--- config.mk ---
export PLATFORM = sky130hd
export DESIGN_NAME = checkpoint_recover_ctrl
export DESIGN_NICKNAME = d
export VERILOG_FILES = /design/src/rtl/checkpoint_recover_ctrl.sv
export SDC_FILE = /design/constraint.sdc
export NUM_CORES = 1
export LEC_CHECK = 0
export ABC_CLOCK_PERIOD_IN_PS = 1460
export BUFFER_PORTS_ARGS = -buffer_cell sky130_fd_sc_hd__buf_2
export CORE_UTILIZATION = 35
export CTS_BUF_LIST = sky130_fd_sc_hd__clkbuf_2
export DETAILED_ROUTE_END_ITERATION = 8
export HOLD_SLACK_MARGIN = 0.05
export MAX_ROUTING_LAYER = met4
export PLACE_DENSITY = 0.79
export SLEW_MARGIN = 10
export SYNTH_ARGS = -nofsm -noshare
export SYNTH_HDL_FRONTEND = slang
export SYNTH_SLANG_ARGS = --single-unit
export TNS_END_PERCENT = 20
--- constraint.sdc ---
create_clock -name clk -period 1.46 [get_ports clk]
set_input_delay 0.146 -clock clk [delete_from_list [all_inputs] [get_ports clk]]
set_output_delay 0.146 -clock clk [all_outputs]
set_load 0.01 [all_outputs]
--- src/rtl/checkpoint_recover_ctrl.sv ---
// Commit-side checkpoint recovery: on a mispredicting retire, restores the checkpoint, flushes the buffer and drains.
// Optional macro CHECKPOINT_RECOVER_STAT_EN adds a 32-bit recover_count statistic output.
module checkpoint_recover_ctrl #(
    parameter int COMMIT_WIDTH        = 2,
    parameter int CHECKPOINT_ID_WIDTH = 3,
    parameter int CP_DATA_WIDTH       = 32,
    parameter int DRAIN_CYCLES        = 2
) (
    input  logic                                                clk,
    input  logic                                                rst,
    input  logic [COMMIT_WIDTH-1:0]                             rob_commit_valid,
    input  logic [COMMIT_WIDTH-1:0]                             rob_commit_has_cp,
    input  logic [COMMIT_WIDTH-1:0][CHECKPOINT_ID_WIDTH-1:0]    rob_commit_cp_id,
    input  logic [COMMIT_WIDTH-1:0]                             rob_commit_mispred,
    output logic [COMMIT_WIDTH-1:0][CHECKPOINT_ID_WIDTH-1:0]    commit_cpbuf_id,
    input  logic [COMMIT_WIDTH-1:0][CP_DATA_WIDTH-1:0]          cpbuf_commit_data,
    output logic [COMMIT_WIDTH-1:0]                             commit_cpbuf_pop,
    output logic                                                commit_cpbuf_flush,
    output logic                                                recover_valid,
    output logic [CP_DATA_WIDTH-1:0]                            recover_data,
    output logic                                                commit_stall
`ifdef CHECKPOINT_RECOVER_STAT_EN
    ,
    output logic [31:0]                                         recover_count
`endif
);

    typedef enum logic [1:0] {IDLE, RECOVER, DRAIN} state_t;

    state_t                    state_reg;
    logic [3:0]                drain_cnt_reg;
    logic [CP_DATA_WIDTH-1:0]  recover_data_reg;
    logic                      recover_valid_reg;
    logic                      flush_reg;

    logic [COMMIT_WIDTH-1:0]   qual;
    logic [COMMIT_WIDTH-1:0]   mis_q;
    logic [COMMIT_WIDTH-1:0]   mis_below;
    logic [COMMIT_WIDTH-1:0]   idle_pop;
    logic                      mis_any;
    logic                      in_idle;
    logic [CP_DATA_WIDTH-1:0]  mis_data;

    // mis_below[i] marks a qualified mispredict in some slot strictly below i.
    generate
        for (genvar gi = 0; gi < COMMIT_WIDTH; gi++) begin : g_slot
            assign commit_cpbuf_id[gi] = rob_commit_cp_id[gi];
            assign qual[gi]            = rob_commit_valid[gi] & rob_commit_has_cp[gi];
            assign mis_q[gi]           = qual[gi] & rob_commit_mispred[gi];
            if (gi == 0) begin : g_first
                assign mis_below[gi] = 1'b0;
            end else begin : g_rest
                assign mis_below[gi] = mis_below[gi-1] | mis_q[gi-1];
            end
            assign idle_pop[gi] = qual[gi] & ~mis_below[gi];
        end
    endgenerate

    assign mis_any = |mis_q;

    // Scanning downward leaves the lowest mispredicting slot's checkpoint selected.
    always_comb begin
        mis_data = '0;
        for (int i = COMMIT_WIDTH - 1; i >= 0; i--) begin
            if (mis_q[i]) begin
                mis_data = cpbuf_commit_data[i];
            end
        end
    end

    assign in_idle            = ~rst & (state_reg == IDLE);
    assign commit_cpbuf_pop   = in_idle ? idle_pop : '0;
    assign commit_stall       = ~in_idle;
    assign commit_cpbuf_flush = flush_reg;
    assign recover_valid      = recover_valid_reg;
    assign recover_data       = recover_data_reg;

    always_ff @(posedge clk) begin
        if (rst) begin
            state_reg         <= IDLE;
            drain_cnt_reg     <= 4'd0;
            recover_data_reg  <= '0;
            recover_valid_reg <= 1'b0;
            flush_reg         <= 1'b0;
        end else begin
            case (state_reg)
                IDLE: begin
                    if (mis_any) begin
                        state_reg         <= RECOVER;
                        recover_data_reg  <= mis_data;
                        recover_valid_reg <= 1'b1;
                        flush_reg         <= 1'b1;
                    end
                end
                RECOVER: begin
                    state_reg         <= DRAIN;
                    drain_cnt_reg     <= 4'(DRAIN_CYCLES);
                    recover_valid_reg <= 1'b0;
                    flush_reg         <= 1'b0;
                end
                DRAIN: begin
                    if (drain_cnt_reg <= 4'd1) begin
                        state_reg     <= IDLE;
                        drain_cnt_reg <= 4'd0;
                    end else begin
                        drain_cnt_reg <= drain_cnt_reg - 4'd1;
                    end
                end
                default: begin
                    state_reg         <= IDLE;
                    recover_valid_reg <= 1'b0;
                    flush_reg         <= 1'b0;
                end
            endcase
        end
    end

`ifdef CHECKPOINT_RECOVER_STAT_EN
    logic [31:0] recover_count_reg;

    always_ff @(posedge clk) begin
        if (rst) begin
            recover_count_reg <= 32'd0;
        end else if (state_reg == RECOVER) begin
            recover_count_reg <= recover_count_reg + 32'd1;
        end
    end

    assign recover_count = recover_count_reg;
`endif

endmodule

==> flow_metrics.tcl, run 1 <==
set metrics [dict create \
    peakVddDrop_mv 0.531 \
    finalWorstSetupSlack_ns -0.0672 \
    min_path_cells 3 \
    final_core_util_pct 52.6 \
    synth_nets 284 \
    avgViaCountPerCell 4.84 \
    syn_to_final_growth_pct 42.8 \
    syn_area_um2 2050 \
    cts_tree "done" \
    reg2reg_depth 8 \
    rsz0062_at_grt "yes" \
    wl_um 5090 \
    clock-sinks 39 \
    firstDrtPassIters 4 \
    synth-seq-area-share_pct 38.0 \
    slew_headroom_pct 62.4 \
    diodes 0 \
    hold_viol 0 \
    violations "setup timing" \
    port_buffers 108 \
    insertion_delay_ns 0.38 \
    tightest_slew_ns 0.564 \
    largest_register_ffs 32 \
    antenna_found_initial 0 \
    crit_type "flip-flop to output port" \
    ant_nets 0 \
    track_usage_pct 15.9 \
    cts_buffers 5 \
    min_period_over_period_pct 105 \
    ys_ff_latch 39 \
    synth_fa_ha_area_share_pct 3.05 \
    endpoint_kind "output port" \
    vias 1888 \
    final-max-slew-violation-count 0 \
    finClkSkew_ns 0.0142 \
    grt_pass1_wl_um 7580 \
    grt_overflow 0 \
    place_congestion 0.763 \
    synth_xor_area_share_pct 0 \
    synth_top_family_by_area "compound AO/OA/AOI/OAI gates" \
    dieHeight_um 78.6 \
    setup_viol 4 \
    multi_input_area_um2 1190 \
    synth.mux.area_fraction_pct 16.1 \
    start_util_pct 36.9 \
    rows 27 \
    crit_required_ns 1.31 \
    synth_compound_area_share_pct 23.6 \
    grt_pass1_vias 1808 \
    drive_gt1_share_pct 59.7 \
    p_total_uw 2450 \
    area.sequential_um2 791 \
    status "finished, violations left" \
    worstPathArrival_ns 1.38 \
    drt_iter0_drc 39 \
    p_leak_uw 0.00148 \
    hpwl_um 3390 \
    clock_path_buffers 2 \
    htree_levels 2 \
    fp.coreArea_um2 5570 \
    setup-tns-final_ns -0.158 \
    period_needed_ns 1.53 \
    fmax_mhz 655 \
    final_area_um2 2930 \
    critPathMaxFanout 3 \
    ys_warn_count 0 \
    fillers 532 \
    dieArea_um2 6180 \
    cts_hold_buf 0 \
    layout.nets 400 \
    synth_top_area_share_pct 38.0 \
    placed_area_um2 2590 \
    startpoint_type "flip-flop" \
    synthCells 201 \
    root_buffer "clkbuf_2" \
    die_w_um 78.6 \
    post-synth-top-area-cell "dfxtp_1" \
    yosysUniqueCellTypes 28 \
    wl_per_cell_um 13.1 \
    place_ws_ns -0.0155 \
    syn_area_per_cell_um2 10.2 \
    layout_commonest_cell "buf_2" \
    drv_cap 0 \
    synth.area.top_cells "dfxtp_1 (38%), a211oi_2 (17%), mux2i_1 (16%)" \
    hp-class "input pin to flip-flop" \
    drc 0 \
    ioPinCount 121 \
    layout_common_cells "buf_2 (108), dfxtp_1 (35), nor2_1 (34), mux2i_1 (33), a211oi_2 (32)" \
    synthSimpleGateAreaFrac_pct 10.5 \
    grt_max_degree 36 \
    p_per_area_nw_per_um2 837 \
    clkTransAtPathRegs_ns 0.21 \
]
==> cell usage after synthesis, drive strengths merged <==
| cell | count |
|---|---|
| o31a | 1 |
| o211ai | 1 |
| nand2b | 1 |
| and4b | 1 |
| o21ai | 2 |
| nand3 | 3 |
| o221a | 2 |
| nor3 | 2 |
| nand4b | 1 |
| nor3b | 1 |
| clkbuf | 4 |
| o211a | 1 |
| nor2 | 35 |
| ha | 5 |
| a21boi | 1 |
| a211oi | 32 |
| inv | 6 |
| a31oi | 1 |
| a21oi | 4 |
| nand2 | 6 |
| buf | 18 |
| dfxtp | 39 |
| a22oi | 1 |
| mux2i | 33 |
==> per-stage QoR <==
stage / cells / hold slack [ns]
after floorplan: 201 / 0.380
after global placement: 365 / 0.292
after detailed placement: 365 / 0.292
after CTS: 382 / 0.0627
after global routing: 390 / 0.0521
final: 390 / 0.100
==> area by class of cell <==
class | instances | share of cell area (%)
clock buffer | 6 | 1.02
clock inverter | 2 | 0.427
inverter | 6 | 0.939
multi-input combinational | 134 | 40.4
sequential | 39 | 27.0
tap | 72 | 3.07
timing repair buffer | 131 | 27.1
==> where the power goes <==
group / switching (µW) / internal [µW] / total (µW)
clock network: 354 / 122 / 476
logic: 381 / 396 / 777
registers: 45.9 / 1160 / 1200
total: 781 / 1670 / 2450
==> worst paths after layout <==
check / startpoint / end / slack (ns)
setup / recovery: state_reg[1] / commit_cpbuf_pop[1] / -0.07
hold / removal: cpbuf_commit_data[13] / recover_data[13] / 0.10
setup reg to reg: state_reg[1] / recover_data[29] / -0.04
hold reg to reg: drain_cnt_reg[3] / drain_cnt_reg[3] / 0.53
==> worst max-delay path: stages, from the launching register on <==
cell     delay [ns]
dfxtp_2        0.37
inv_2          0.08
ha_4           0.14
buf_6          0.10
nand2_4        0.04
nor3b_2        0.14
buf_2          0.14
==> kinds of logic after synthesis <==
kind of cell,count (synthesis)
adders and majority gates,5
muxes,33
and+or+nand+nor,50
AOI/OAI and AO/OA,46
buffers and inverters,28
DFF,39
==> timing repair <==
item                       4_1_cts  5_1_grt
setup buffers                    8        6
gates cloned                     1        2
pin swaps                        4        6
resized for setup               15       18
setup endpoints to repair       28       37
==> layer usage <==
metal / up-vias / part of all wire, % / GRT usage (%)
li1: 944 / - / -
met1: 878 / 39 / 15.5
met2: 61 / 54 / 30.8
met3: 5 / 6.0 / 3.37
met4: 0 / 0.86 / 5.37
met5: - / 0 / -
No activity file was read; power rests on OpenSTA's default activity.
==> run 2, diff against run 1 <==
--- a/config.mk
+++ b/config.mk
@@ -7,12 +7,12 @@
 export LEC_CHECK = 0
 export ABC_CLOCK_PERIOD_IN_PS = 1460
 export BUFFER_PORTS_ARGS = -buffer_cell sky130_fd_sc_hd__buf_2
-export CORE_UTILIZATION = 35
+export CORE_UTILIZATION = 30
 export CTS_BUF_LIST = sky130_fd_sc_hd__clkbuf_2
 export DETAILED_ROUTE_END_ITERATION = 8
 export HOLD_SLACK_MARGIN = 0.05
 export MAX_ROUTING_LAYER = met4
-export PLACE_DENSITY = 0.79
+export PLACE_DENSITY = 0.71
 export SLEW_MARGIN = 10
 export SYNTH_ARGS = -nofsm -noshare
 export SYNTH_HDL_FRONTEND = slang
==> flow_metrics.tcl, run 2 (synthesis gave the netlist of run 1 again) <==
set metrics [dict create \
    dieHeight_um 84.8 \
    violations "DRC, setup timing" \
    drv_cap 0 \
    clock_path_buffers 2 \
    layout_common_cells "buf_2 (108), dfxtp_1 (35), mux2i_1 (33), nor2_1 (30), a211oi_2 (30)" \
    cts_tree "done" \
    place_ws_ns 0.0230 \
    switching_share_pct 32.4 \
    finalWorstSetupSlack_ns -0.162 \
    dp.cells 372 \
    worstPathArrival_ns 1.48 \
    hpwl_um 3360 \
    wl_um 5310 \
    power_frac_seq_pct 48.6 \
    final-max-slew-violation-count 0 \
    multi_input_area_um2 1200 \
    layout_commonest_cell "buf_2" \
    firstDrtPassIters 6 \
    htree_levels 2 \
    min_period_over_period_pct 111 \
    tightest_slew_ns 0.306 \
    setup_viol 6 \
    wl_per_cell_um 13.1 \
    layout.nets 409 \
    status "finished, violations left" \
    crit_type "flip-flop to output port" \
    grt_max_degree 41 \
    clkTransAtPathRegs_ns 0.21 \
    diodes 0 \
    hp-class "input pin to flip-flop" \
    drive_gt1_share_pct 57.5 \
    grt_pass1_vias 1758 \
    crit_required_ns 1.31 \
    p_int_uw 1670 \
    syn_to_final_growth_pct 47.8 \
    slew_headroom_pct 79.6 \
    fillers 613 \
    insertion_delay_ns 0.39 \
    ant_nets 0 \
    hold_viol 0 \
    final_area_um2 3040 \
    clock-sinks 39 \
    clkPwrFrac_pct 19.9 \
    switching_power_uw 804 \
    area.sequential_um2 791 \
    path_buf_inv 3 \
    period_needed_ns 1.62 \
    place_congestion 0.735 \
    grt_overflow 0 \
    peakVddDrop_mv 0.417 \
    start_util_pct 31.6 \
    cp_slowest_cell "dfxtp_2" \
    grt_pass1_wl_um 7470 \
    port_buffers 108 \
    root_buffer "clkbuf_2" \
    final_cells 404 \
    vias 1925 \
    dieArea_um2 7180 \
    die_w_um 84.8 \
    p_comb_share_pct 31.5 \
    rsz0062_at_grt "yes" \
    antenna_found_initial 0 \
    ioPinCount 121 \
    rows 29 \
    track_usage_pct 13.4 \
    fmax_mhz 616 \
    finClkSkew_ns 0.0131 \
    fp.coreArea_um2 6490 \
    p_per_area_nw_per_um2 816 \
    startpoint_type "flip-flop" \
    worstPathCellList "inv_2 > ha_4 > buf_6 > nand2_4 > nor3b_2 > buf_2" \
    drt_iter0_drc 64 \
    endpoint_kind "output port" \
    placed_area_um2 2640 \
    slowest_delay_ns 0.37 \
    p_leak_uw 0.00151 \
    cts_buffers 5 \
    largest_register_ffs 32 \
    critPathMaxFanout 3 \
    avgViaCountPerCell 4.76 \
    critical-path-top-delay-family "flip-flops" \
    drc 12 \
]
[run 2: cell count changes in the layout (fill, tap and decap cells not counted), sizes merged]
cell and change:
buf -4, clkbuf -1, dlygate4sd3 +14
[run 2: worst paths after layout]
check / cells past startpoint / start / endpoint / slack (ns)
min reg2reg: 2 / recover_data[0] / recover_data[0] / 0.52
max reg2reg: 7 / state_reg[1] / recover_data[30] / -0.03
max: 6 / state_reg[1] / commit_cpbuf_pop[1] / -0.16
min: 3 / cpbuf_commit_data[20] / recover_data[20] / 0.09
[run 2: final cells by class]
type,count,area share [%]
Multi-Input combinational cell,134,39.4
Clock buffer,6,0.989
Timing Repair Buffer,140,29.0
Sequential cell,39,26.0
Tap cell,77,3.17
Inverter,6,0.906
Clock inverter,2,0.412
[run 2: stage by stage]
stage | total power [µW] | util (%) | setup TNS, ns | hold WS (ns)
global route | 2650 | 46.8 | -1.34 | 0.0525
detailed placement | 1870 | 40.6 | 0 | 0.292
global placement | 1860 | 40.6 | 0 | 0.292
finish | 2480 | 46.8 | -0.253 | 0.0892
floorplan | 1650 | - | 0 | 0.380
CTS | 2420 | 42.6 | -0.249 | 0.0525
[run 2: layer usage]
layer	vias to the layer above	part of all wire [%]	global-route usage (%)
li1	961	-	-
met1	873	40	13.5
met2	80	52	24.8
met3	11	6.1	3.34
met4	0	1.1	5.08
met5	-	0	-
[run 2: worst register-to-register path, stage by stage (launching register included)]
cell and delay [ns]:
dfxtp_2 0.37, inv_2 0.07, ha_4 0.14, buf_4 0.10, a21boi_4 0.25, buf_12 0.22, nor2_1 0.08, a211oi_2 0.19
[run 2: power groups by stage]
stage	clock network [µW]	registers (µW)	logic [µW]
6_report	494	1200	780
5_1_grt	585	1220	850
4_1_cts	528	1200	691
3_5_place_dp	0	1220	649
3_3_place_gp	0	1220	633
2_1_floorplan	0	1260	389
[run 2: timing repair]
item	CTS	global route
pin swaps	5	17
hold endpoints to repair	1	9
buffers inserted	6	2
endpoints found under the setup margin	6	39
hold buffers	1	13
resized for setup	11	23
cloned	0	2
